[src/rtl/tlb_pkg.sv]
// Shared constants and the key type for the TLB key memory.
// Latency: n/a (declarations only).
// Backpressure: n/a.
package tlb_pkg;

    localparam int TLB_ENTRIES     = 32;
    localparam int TLB_INDEX_WIDTH = 5;
    localparam int TLB_KEY_WIDTH   = 20;

    // Virtual page number held in one TLB key entry.
    typedef logic [TLB_KEY_WIDTH-1:0] key_t;

endpackage

[src/rtl/tlb_key_match_encoder.sv]
// Reduces a per-entry match vector to found / lowest matching index (and multiHit when
// TLB_KEY_MULTIHIT_EN is defined). Latency: purely combinational, zero cycles.
// Backpressure: none, no handshake.
// Ports: match_vec (in, ENTRIES), found (out), foundIndex (out, INDEX_WIDTH), multiHit (out, optional).
module tlb_key_match_encoder
    import tlb_pkg::*;
#(
    parameter int ENTRIES     = TLB_ENTRIES,
    parameter int INDEX_WIDTH = TLB_INDEX_WIDTH
) (
    input  logic [ENTRIES-1:0]     match_vec,
    output logic                   found,
    output logic [INDEX_WIDTH-1:0] foundIndex
`ifdef TLB_KEY_MULTIHIT_EN
    ,
    output logic                   multiHit
`endif
);

    assign found = |match_vec;

    // Scan from the top down so the last assignment is the lowest set bit.
    // With no match nothing is assigned and the index stays 0.
    always_comb begin
        foundIndex = '0;
        for (int i = ENTRIES - 1; i >= 0; i--) begin
            if (match_vec[i]) begin
                foundIndex = INDEX_WIDTH'(i);
            end
        end
    end

`ifdef TLB_KEY_MULTIHIT_EN
    // Clearing the lowest set bit leaves something only if two or more bits were set.
    assign multiHit = |(match_vec & (match_vec - ENTRIES'(1)));
`endif

endmodule

[src/rtl/tlb_key_memory.sv]
// TLB key store: ENTRIES keys with combinational read and parallel associative search.
// Latency: read and search zero cycles; write lands at the next rising clock edge.
// Backpressure: none, writes are always accepted. Optional multiHit via TLB_KEY_MULTIHIT_EN.
// Ports: clock, reset (async active-high, clears all keys), accessIndex/readValue (read),
// writeValue/writeEnable (write), searchKey/found/foundIndex[/multiHit] (search).
module tlb_key_memory
    import tlb_pkg::*;
#(
    parameter int ENTRIES     = TLB_ENTRIES,
    parameter int INDEX_WIDTH = TLB_INDEX_WIDTH,
    parameter int KEY_WIDTH   = TLB_KEY_WIDTH
) (
    input  logic                   clock,
    input  logic                   reset,
    input  logic [INDEX_WIDTH-1:0] accessIndex,
    output logic [KEY_WIDTH-1:0]   readValue,
    input  logic [KEY_WIDTH-1:0]   writeValue,
    input  logic                   writeEnable,
    input  logic [KEY_WIDTH-1:0]   searchKey,
    output logic                   found,
    output logic [INDEX_WIDTH-1:0] foundIndex
`ifdef TLB_KEY_MULTIHIT_EN
    ,
    output logic                   multiHit
`endif
);

    // Kept under this name so benches can reach entries hierarchically.
    logic [KEY_WIDTH-1:0] keyArray   [ENTRIES];
    logic [KEY_WIDTH-1:0] key_array_d[ENTRIES];
    logic [ENTRIES-1:0]   match_vec;

    always_comb begin
        key_array_d = keyArray;
        if (writeEnable) begin
            key_array_d[accessIndex] = writeValue;
        end
    end

    // Reset wins over writeEnable; every entry clears immediately.
    always_ff @(posedge clock or posedge reset) begin
        if (reset) begin
            for (int i = 0; i < ENTRIES; i++) begin
                keyArray[i] <= '0;
            end
        end else begin
            keyArray <= key_array_d;
        end
    end

    assign readValue = keyArray[accessIndex];

    // Zero is an ordinary key: there is no valid bit gating the compare.
    always_comb begin
        match_vec = '0;
        for (int i = 0; i < ENTRIES; i++) begin
            match_vec[i] = (keyArray[i] == searchKey);
        end
    end

    tlb_key_match_encoder #(
        .ENTRIES     (ENTRIES),
        .INDEX_WIDTH (INDEX_WIDTH)
    ) u_encoder (
        .match_vec  (match_vec),
        .found      (found),
        .foundIndex (foundIndex)
`ifdef TLB_KEY_MULTIHIT_EN
        ,
        .multiHit   (multiHit)
`endif
    );

endmodule

[config.mk]
export PLATFORM = sky130hd
export DESIGN_NAME = tlb_key_memory
export DESIGN_NICKNAME = d
export VERILOG_FILES = /design/src/rtl/tlb_pkg.sv /design/src/rtl/tlb_key_match_encoder.sv /design/src/rtl/tlb_key_memory.sv
export SDC_FILE = /design/constraint.sdc
export NUM_CORES = 2
export LEC_CHECK = 0
export ABC_CLOCK_PERIOD_IN_PS = 18870
export CAP_MARGIN = 40
export CORE_UTILIZATION = 30
export CTS_CLUSTER_DIAMETER = 50
export DETAILED_ROUTE_END_ITERATION = 6
export DONT_BUFFER_PORTS = 1
export GPL_TIMING_DRIVEN = 0
export PLACE_DENSITY = 0.47
export SYNTH_ARGS = -nofsm -noshare
export SYNTH_HDL_FRONTEND = slang
export SYNTH_SLANG_ARGS = --single-unit
[constraint.sdc]
create_clock -name clock -period 18.87 [get_ports clock]
set_input_delay 1.887 -clock clock [delete_from_list [all_inputs] [get_ports clock]]
set_output_delay 1.887 -clock clock [all_outputs]
set_load 0.01 [all_outputs]
==> qor.txt <==
total track usage = 0.279
part of the power in registers = 0.373
post-synth net total = 2,838
vias = 25,900
number of global-route vias before repair = 26,600
CTS Root Cell = clkbuf_16
RSZ-0062 raised after global routing = false
fin nets = 3,019
Seq/Total Area, Yosys = 0.436
Peak VDD IR = 0.0764 mV
Port Buf Inserts = 0
H-tree level count = 3
Psw = 1.77 mW
Critical Path RT = 16.98 ns
Post-synth EDFFs = 0
final core utilization = 0.357
Slew @ Worst Pin = 1.01 ns
Worst Skew = 0 ns
synthesized instance count = 2,790
Synth cell types = 52
DPL Wire Length = 143,000 um
first-pass GRT wire length = 235,000 um
setup TNS = 0 ns
chip width = 352 um
# hold bufs at CTS = 0
number of buffers created by CTS = 98
Hold WS = 0.551 ns
flop2flop setup slack = 18.01 ns
Final Hold Vio Count = 0
Leak = 17.9 nW
combinational share of power = 0.248
Mapped Area = 36,700 um^2
routed wire length = 175,000 um
ys async rst share = 1.00
total I/O pin count = 74
share of cells above drive strength 1 = 0.384
clk sinks = 640
worst-path maximum fanout = 10
fill cell count = 11,900
area occupied by multi-input gates = 19,200 um^2
core area = 122,000 um^2
Setup Viol. Count Final = 0
Sw Share = 0.343
Initial Utilization = 0.302
CP top delay family = compound AO/OA/AOI/OAI gates
post-synth top area cell = dfrtp_1
Routed Antenna Nets = 0
max_cap viols = 0
run status = finished clean
fin crit period = 7.09 ns
CP bufs+invs = 3
CTS resizes = 0
slowest stage delay, CP = 0.68 ns
Slew headroom = 0.328
Storage cell area = 16,000 um^2
Tcrit/Tclk final = 0.376
Placed Area = 40,000 um^2
Int Pwr = 3.39 mW
first-pass detailed-route iteration total = 5
antenna violations before repair = 7
Power Dens Cells = 119 nW/um^2
CTS Buffer Depth = 3
Critical Path Source Type = primary input
Reg clk slew, reported paths = 0.06 ns
total power = 5.15 mW
Clock Power Share = 0.379
DRC violations left = 0
worst setup path category = primary input to primary output
synthesis-stage register bit count = 640
largest net degree at the start of global routing = 41
Worst path slowest cell = xnor2_1
Area Overhead vs Synth = 18.3%
YS warnings = 0
gp weighted congestion = 1.02
Setup Buffers After CTS = 0
Critical Path AT = 5.20 ns
Largest regs = keyArray x640
global route overflow = 0
WL/cell = 37.4 um
FMAX = 141 MHz
Die H = 352 um
Die Area = 124,000 um^2
mean post-synth cell area = 13.2 um^2
crit-path cells = buf_6 -> buf_6 -> xnor2_1 -> nand4_1 -> nor3_1 -> nand3_1 -> and2_1 -> inv_1 -> o211ai_1 -> a31oi_1 -> o21ai_1 -> a31oi_1 -> o21ai_1
Area contributors post-synth = dfrtp_1, mux2_2, mux4_2, xnor2_1, xor2_1
CTS tree = built
Vias/cell = 5.52
Largest register FFs = 640
ys flop type = dfrtp_1
fin area = 43,500 um^2
worst min path class = flip-flop to flip-flop
crit end category = primary output
Reg with most FFs = keyArray
worst-skew pair later-pin latency = 0.68 ns
row cnt = 128
Post-synth top cells = dfrtp_1, mux2_2, xnor2_1
drt initial violations = 2,922
Final Max Slew Viols = 0
Yosys top cell area share = 0.436
cell families (layout without fill, tap and decap cells):
kind of cell    count (synthesis)  in the layout  share of synthesized area
flops                         640            640                      0.436
simple gates                  341            341                     0.0541
buf+inv                       266            531                     0.0419
xor+xnor                      640            640                      0.153
other cells                     0              6                          0
compound gates                103            103                     0.0207
mux                           800            800                      0.294
through the flow:
stage | worst slack [ns] | instances
finish | 11.78 | 4686
global route | 11.88 | 4680
CTS | 11.93 | 4679
detailed placement | 11.94 | 4495
global placement | 4.32 | 4415
floorplan | 8.24 | 2790
layer usage:
layer | global-route usage | routed length, um
met5 | 0 | 33
met4 | 0.156 | 11300
met3 | 0.0484 | 11300
met2 | 0.439 | 80400
met1 | 0.362 | 72000
cells in the final DEF (no fill, tap or decap), drive strengths merged, types with 26 or more instances in the layout:
cell type and n:
nor3 37, mux2 640, dfrtp 640, a22oi 80, clkbuf 227, nor2 36, mux4 160, xor2 304
buf 229, nand4 105, nor4 77, xnor2 336, nand3 34, inv 26
final cells by class:
class | count | area share
multi-input cells | 1884 | 0.441
repair buffers | 81 | 0.0270
plain buffers | 259 | 0.0353
clock buffers | 118 | 0.0603
flip-flops and latches | 640 | 0.369
well taps | 1625 | 0.0468
diodes | 6 | 0.000346
inverters | 7 | 0.000691
clock inverters | 66 | 0.0195
power by group through the flow:
stage	Sequential (mW)	Clock, mW	Combinational [mW]
3_3_place_gp	1.92	0	1.23
2_1_floorplan	1.85	0	0.755
4_1_cts	1.91	1.98	1.26
5_1_grt	1.95	2.03	1.30
3_5_place_dp	1.94	0	1.26
6_report	1.92	1.95	1.28
path summary, 6_finish.rpt:
path | from | end | cells past startpoint
min | keyArray[28]$_DFFE_PP0P_ | keyArray[28]$_DFFE_PP0P_ | 1
min reg2reg | keyArray[28]$_DFFE_PP0P_ | keyArray[28]$_DFFE_PP0P_ | 1
max reg2reg | keyArray[104]$_DFFE_PP0P_ | keyArray[104]$_DFFE_PP0P_ | 1
max in group asynchronous | reset | keyArray[332]$_DFFE_PP0P_ | 6
min in group asynchronous | reset | keyArray[107]$_DFFE_PP0P_ | 1
max | searchKey[0] | foundIndex[1] | 13
Note: power is estimated with default switching activity, not from simulation.
